[config.mk]
export PLATFORM = sky130hd
export DESIGN_NAME = clock_time_ctrl
export DESIGN_NICKNAME = d
export VERILOG_FILES = /design/src/rtl/clock_time_ctrl.sv
export SDC_FILE = /design/constraint.sdc
export NUM_CORES = 1
export LEC_CHECK = 0
export CELL_PAD_IN_SITES_DETAIL_PLACEMENT = 1
export CELL_PAD_IN_SITES_GLOBAL_PLACEMENT = 1
export CORE_ASPECT_RATIO = 2
export CORE_MARGIN = 2
export CORE_UTILIZATION = 35
export CTS_CLUSTER_DIAMETER = 100
export DETAILED_ROUTE_END_ITERATION = 16
export PLACE_DENSITY = 0.72
export REMOVE_ABC_BUFFERS = 1
export SLEW_MARGIN = 0
export SYNTH_ARGS = -nofsm -noshare
export SYNTH_HDL_FRONTEND = slang
export SYNTH_SLANG_ARGS = --single-unit
[constraint.sdc]
create_clock -name clk -period 8.1 [get_ports clk]
set_input_delay 2.025 -clock clk [delete_from_list [all_inputs] [get_ports clk]]
set_output_delay 2.025 -clock clk [all_outputs]
set_load 0.1 [all_outputs]
[src/rtl/clock_time_ctrl.sv]
// Alarm clock mode/time-keeping controller.
// Owns HH:MM:SS time, HH:MM alarm, the set-mode FSM and the ring latch.
module clock_time_ctrl #(
  parameter int RING_SEC = 60,
  parameter int HOUR_MAX = 23
) (
  input  logic       clk,
  input  logic       rst,
  input  logic       tick,
  input  logic       btn_mode,
  input  logic       btn_inc,
  input  logic       alarm_en,
  output logic       run_en,
  output logic [4:0] hours,
  output logic [5:0] minutes,
  output logic [5:0] seconds,
  output logic [4:0] al_hours,
  output logic [5:0] al_minutes,
  output logic [2:0] mode,
  output logic       alarm_ring
);

  typedef enum logic [2:0] {
    RUN      = 3'd0,
    SET_HR   = 3'd1,
    SET_MIN  = 3'd2,
    SET_AHR  = 3'd3,
    SET_AMIN = 3'd4
  } mode_e;

  localparam logic [4:0] HMAX = 5'(HOUR_MAX);
  localparam logic [5:0] RLAST = 6'(RING_SEC - 1);

  mode_e      mode_q;
  logic [4:0] hours_q, al_hours_q;
  logic [5:0] minutes_q, seconds_q, al_minutes_q;
  logic       ring_q;
  logic [5:0] rcnt_q;

  logic       tk;
  logic       consume;
  logic       adv;
  logic       inc;
  logic       ring_hit;
  logic [5:0] sec_d;
  logic [5:0] min_d;
  logic [4:0] hr_d;

  // The prescaler only runs while the time fields are not being edited.
  assign run_en = !(mode_q == SET_HR || mode_q == SET_MIN);

  // Next time on a tick, button qualification and alarm match.
  always_comb begin
    tk      = tick & run_en;
    consume = ring_q & (btn_mode | btn_inc);
    adv     = btn_mode & ~consume;
    inc     = btn_inc & ~btn_mode & ~ring_q;
    sec_d   = seconds_q;
    min_d   = minutes_q;
    hr_d    = hours_q;
    if (seconds_q == 6'd59) begin
      sec_d = 6'd0;
      if (minutes_q == 6'd59) begin
        min_d = 6'd0;
        hr_d  = (hours_q == HMAX) ? 5'd0 : hours_q + 5'd1;
      end else begin
        min_d = minutes_q + 6'd1;
      end
    end else begin
      sec_d = seconds_q + 6'd1;
    end
    ring_hit = alarm_en & tk & (sec_d == 6'd0) &
               (min_d == al_minutes_q) & (hr_d == al_hours_q);
  end

  // Mode FSM: one step per accepted btn_mode, illegal codes fall to RUN.
  always_ff @(posedge clk or negedge rst) begin
    if (!rst) begin
      mode_q <= RUN;
    end else begin
      case (mode_q)
        RUN:      if (adv) mode_q <= SET_HR;
        SET_HR:   if (adv) mode_q <= SET_MIN;
        SET_MIN:  if (adv) mode_q <= SET_AHR;
        SET_AHR:  if (adv) mode_q <= SET_AMIN;
        SET_AMIN: if (adv) mode_q <= RUN;
        default:  mode_q <= RUN;
      endcase
    end
  end

  // Time and alarm registers: tick carries, btn_inc edits one field only.
  always_ff @(posedge clk or negedge rst) begin
    if (!rst) begin
      hours_q      <= 5'd0;
      minutes_q    <= 6'd0;
      seconds_q    <= 6'd0;
      al_hours_q   <= 5'd0;
      al_minutes_q <= 6'd0;
    end else begin
      if (tk) begin
        seconds_q <= sec_d;
        minutes_q <= min_d;
        hours_q   <= hr_d;
      end
      if (adv && mode_q == RUN) begin
        seconds_q <= 6'd0;
      end
      if (inc) begin
        case (mode_q)
          SET_HR:
            hours_q <= (hours_q == HMAX) ? 5'd0 : hours_q + 5'd1;
          SET_MIN:
            minutes_q <= (minutes_q == 6'd59) ? 6'd0 : minutes_q + 6'd1;
          SET_AHR:
            al_hours_q <= (al_hours_q == HMAX) ? 5'd0 : al_hours_q + 5'd1;
          SET_AMIN:
            al_minutes_q <= (al_minutes_q == 6'd59) ? 6'd0
                                                     : al_minutes_q + 6'd1;
          default: ;
        endcase
      end
    end
  end

  // Ring latch: set on an alarm match, cleared by button, disarm or timeout.
  always_ff @(posedge clk or negedge rst) begin
    if (!rst) begin
      ring_q <= 1'b0;
      rcnt_q <= 6'd0;
    end else if (!ring_q) begin
      if (ring_hit) begin
        ring_q <= 1'b1;
        rcnt_q <= 6'd0;
      end
    end else if (btn_mode || btn_inc || !alarm_en) begin
      ring_q <= 1'b0;
    end else if (tick) begin
      if (rcnt_q == RLAST) ring_q <= 1'b0;
      else                 rcnt_q <= rcnt_q + 6'd1;
    end
  end

  assign hours      = hours_q;
  assign minutes    = minutes_q;
  assign seconds    = seconds_q;
  assign al_hours   = al_hours_q;
  assign al_minutes = al_minutes_q;
  assign mode       = mode_q;
  assign alarm_ring = ring_q;

endmodule
* Yosys cells after proc, flatten, opt, wreduce, memory -nomap -nowiden *
Index checks and enable logic that the tools add are counted.

storage, ports and cells
  register bits after elaboration = 38
  input bits = 6
  output and inout port bits = 33
  logic and storage cells = 93

cells by class
  $add $sub $neg = 6
  equal/unequal tests = 20
  multiplexer cells = 32
  bitwise logic cells = 13
  reduce and logical (&&, ||, !) cells = 14

operators with widths
  operator               number
  $mux W6                14
  $mux W5                7
  $add A6 B1 Y6 const B  4
  $eq A6 B6 Y1 const B   4
  $ne A2 B2 Y1 const B   8
  $mux W3                5
  $pmux W3 S5            1
  $add A5 B1 Y5 const B  2
  $eq A5 B5 Y1 const B   2
  $and A1 B1 Y1          9
  $eq A3 B2 Y1 const B   2
  $eq A6 B6 Y1           1
  $logic_not A6 Y1       1
  $eq A5 B5 Y1           1
  $mux W1                5
  $reduce_and A5 Y1      1
  $reduce_and A2 Y1      2
  $reduce_and A4 Y1      1
  $reduce_bool A2 Y1     2
  $eq A3 B1 Y1 const B   1
  $eq A3 B3 Y1 const B   1
  $logic_not A3 Y1       1
  $logic_or A1 B1 Y1     3
  $not A1 Y1             3
  3 further kinds        4

* Depth between registers and ports, before layout *
  depth in word-level cells = 10
  depth in mapped cells = 9
  gate-level depth less buffers = 8

* Least setup slack after synthesis *
OpenSTA, ideal clock, no wires.

  path type = register to output
  from = register mode_q[0], in the netlist mode[0]
  to = output port run_en
  data arrival time = 1.890 ns
  required time = 6.075 ns
  slack = 4.185 ns
  stages on the path, launching flop included = 4
  buffers on the path = 1
  cell sequence = dfrtp_1 > clkbuf_1 > xnor2_1 > or2_2

on the way
  cells in the longest elaborated chain, start to end = 3
  elaborated cells between the ends (all ways) = 4
  classes of those cells = 2 x eq/ne; 2 x reduce/logical

RTL lines
  what                                          RTL line  text
  from (decl)                                   34        mode_e mode_q;
  from (signal assigned)                        79        mode_q <= RUN;
  from (signal assigned)                        82        RUN: if (adv) mode_q <= SET_HR;
  from (signal assigned)                        83        SET_HR: if (adv) mode_q <= SET_MIN;
  $eq A3 B1 Y1 or $eq A3 B2 Y1 (tied branches)  50        assign run_en = !(mode_q == SET_HR || mode_q == SET_MIN);
  $logic_or A1 B1 Y1 (*)                        50
  $logic_not A1 Y1 (*)                          50
  to (decl)                                     13        output logic run_en,

Every way passes the cells marked *; elsewhere a longest branch is shown, timed or not.

* Worst setup path in the final report *
Same ends and word-level chain as after synthesis.

==> impl_metrics.env <==
export IMPL_status="completed"
export IMPL_muxShareOfSynthArea_pct=5.93
export IMPL_cts_hold_buf=0
export IMPL_hp_class="reg2reg"
export IMPL_hold_depth=1
export IMPL_synth_area_sq_um=2760
export IMPL_cts_made_buffers=5
export IMPL_grt_total_usage_pct=21.1
export IMPL_yosysSeqAreaShare_pct=34.4
export IMPL_end_kind="output pin"
export IMPL_relSlewSlack_pct=34.4
export IMPL_reg2regPathDepth=8
export IMPL_vias=2597
export IMPL_drive_above_1_share_pct=8.80
export IMPL_maxCapViolations=0
export IMPL_synth_avg_cell_area_sq_um=8.83
export IMPL_syn_to_final_growth_pct=20.5
export IMPL_grt_antenna_before_repair=0
export IMPL_worst_setup_path_type="reg2out"
export IMPL_grt_ovfl_total=0
export IMPL_h_tree_depth=2
export IMPL_crit_arrival_ps=2350
export IMPL_cts_sinks=38
export IMPL_start_util_pct=36.3
export IMPL_grt_pass1_wl_mm=13.9
export IMPL_grt_busiest_layer="met2"
export IMPL_use_met2_pct=41.0
export IMPL_viasPerCell=5.97
export IMPL_grtUsageMet1_pct=22.1
export IMPL_synth_compound_gate_area_share_pct=20.6
export IMPL_ys_ff_latch=38
export IMPL_fillers=894
export IMPL_drt_initial_drc_count=97
export IMPL_grt_pass1_vias=2703
export IMPL_synth_common_cells="dfrtp_1 (38), nand2_1 (31), nor2_1 (25)"
export IMPL_async_reset_ff_share_pct=100
export IMPL_finalHoldViolations=0
export IMPL_cts_buffer_depth=2
export IMPL_pin_count=39
export IMPL_drv_slew=0
export IMPL_core_area_sq_um=7600
export IMPL_die_x_um=66.8
export IMPL_port_buffers=38
export IMPL_p_per_area_nw_per_um2=399
export IMPL_diodes=0
export IMPL_fin_setup_tns_ps=0
export IMPL_cts_repair_resized=0
export IMPL_synth_simple_area_share_pct=26.9
export IMPL_nets=352
export IMPL_drtAntennaViolNets=0
export IMPL_synth_xor_area_share_pct=5.39
export IMPL_finalSetupViolations=0
export IMPL_die_area_sq_um=8660
export IMPL_power_mw=1.33
export IMPL_route_detailed_drc=0
export IMPL_synth_edff_count=0
export IMPL_max_freq_mhz=229
export IMPL_synth_distinct_cells=62
export IMPL_synth_most_common_cell="dfrtp_1"
export IMPL_netlist_top_cells_area="dfrtp_1 (34%), mux2_2 (4.5%), nand2_1 (4.2%), xnor2_1 (3.8%), nor2_1 (3.4%)"
export IMPL_post_cts_buffers=0
export IMPL_grt_start_max_net_pins=39
export IMPL_drt_pass1_iter_count=4
export IMPL_yosysTopAreaCell="dfrtp_1"
export IMPL_period_share_pct=54.0
export IMPL_leakage_nw=1.39
export IMPL_synth_top_family_by_area="simple AND/OR/NAND/NOR gates"
export IMPL_cts_tree="built"
export IMPL_worstPathRequired_ps=6080
export IMPL_root_buffer="clkbuf_16"
export IMPL_synth_ff_type="dfrtp_1"
export IMPL_synth_cells=313
export IMPL_path_clk_slew_ps=60
export IMPL_grtUsageMet3_pct=2.95
export IMPL_rsz0062_at_grt="no"
export IMPL_period_minus_slack_ps=4380
export IMPL_worstSkewPairLatency_ps=280
export IMPL_ir_worst_vdd_v=0.000167
export IMPL_rows=45
export IMPL_avgRoutedWirePerCell_um=19.0
export IMPL_skew_ps=2.45
export IMPL_wl_mm=8.29
export IMPL_place_hpwl_mm=6.35
export IMPL_yosysWarnings=0
export IMPL_die_h_um=130
export IMPL_gp_congestion=0.929
export IMPL_synth_top_cell_area_share_pct=34.4
export IMPL_tightest_slew_ps=981
export IMPL_startpoint_type="flop"
export IMPL_synthAdderAreaFrac_pct=2.72
export IMPL_path_max_fanout=10
==> area by class of cell <==
class | count | area [sq um] | area share, %
clock buffers | 7 | 133 | 3.98
clock inverters | 1 | 30.0 | 0.902
inverters | 6 | 22.5 | 0.677
multi-input cells | 251 | 1700 | 51.1
flip-flops and latches | 38 | 951 | 28.6
well taps | 94 | 118 | 3.53
repair buffers | 38 | 375 | 11.3
==> worst max-delay path: stages, from the launching register on <==
cell,delay [ps]
dfrtp_1,500
xnor2_1,260
or2_2,180
clkdlybuf4s50_1,1130
==> per-layer routing <==
metal | up-vias | share of wire, %
met5 | - | 0
met2 | 61 | 58
met1 | 1299 | 36
li1 | 1218 | -
met4 | 0 | 2.1
met3 | 19 | 3.2
==> final timing paths <==
| kind | from | endpoint | slack (ps) |
|---|---|---|---|
| worst max-delay path | mode[0]$_DFFE_PN0P_ | run_en | 3720 |
| worst min-delay path | rcnt_q[1]$_DFFE_PN0P_ | rcnt_q[1]$_DFFE_PN0P_ | 520 |
| worst max register to register | minutes[0]$_DFF_PN0_ | rcnt_q[3]$_DFFE_PN0P_ | 4930 |
| worst min register to register | rcnt_q[1]$_DFFE_PN0P_ | rcnt_q[1]$_DFFE_PN0P_ | 520 |
| max in group asynchronous | rst | seconds[3]$_DFFE_PN0P_ | 5660 |
| min in group asynchronous | rst | al_minutes[2]$_DFFE_PN0P_ | 1870 |
==> sequential cells by signal (all words and copies together), names as in the netlist <==
| signal | cells |
|---|---|
| hours | 5 |
| seconds | 6 |
| minutes | 6 |
| al_hours | 5 |
| al_minutes | 6 |
| alarm_ring | 1 |
| rcnt_q | 6 |
| mode | 3 |
==> metrics by stage <==
step | cell area, sq um | cells | setup slack [ps] | hold slack [ps] | utilization [%]
2_1_floorplan | 2670 | 295 | 4310 | 476 | -
3_3_place_gp | 3170 | 427 | 3680 | 491 | 41.6
6_report | 3330 | 435 | 3720 | 524 | 43.8
4_1_cts | 3330 | 435 | 3690 | 521 | 43.8
3_5_place_dp | 3170 | 427 | 3600 | 508 | 41.6
5_1_grt | 3330 | 435 | 3640 | 549 | 43.8
==> power breakdown <==
group	switching [mW]	internal [mW]	leakage, nW	total, mW
clock	0.0770	0.146	0.0781	0.223
sequential	0.102	0.234	0.505	0.336
combinational	0.552	0.216	0.807	0.768
total	0.731	0.596	1.39	1.33
==> layout by cell type, fill, tap and decap left out, types with 3 or more instances in the layout <==
cell type / instances
a211o_1: 3
a211oi_1: 3
a21o_1: 9
a21oi_1: 15
a22o_1: 3
a31oi_1: 4
a41oi_1: 3
and3_1: 6
clkbuf_16: 5
clkdlybuf4s50_1: 37
dfrtp_1: 38
ha_1: 6
inv_1: 6
mux2_2: 11
mux2i_1: 4
nand2_1: 31
nand2b_1: 8
nand3_1: 12
nand4_1: 7
nor2_1: 25
nor2b_1: 6
nor3_1: 12
o2111ai_1: 3
o211ai_1: 3
o21ai_0: 11
o31ai_1: 6
xnor2_1: 12
xor2_1: 5
==> cell families after synthesis <==
group / Yosys count
flops: 38
simple gates: 133
mux: 15
buf+inv: 24
compound gates: 80
xor+xnor: 17
fa+ha+maj: 6
Power figures use the tool's default switching activity.
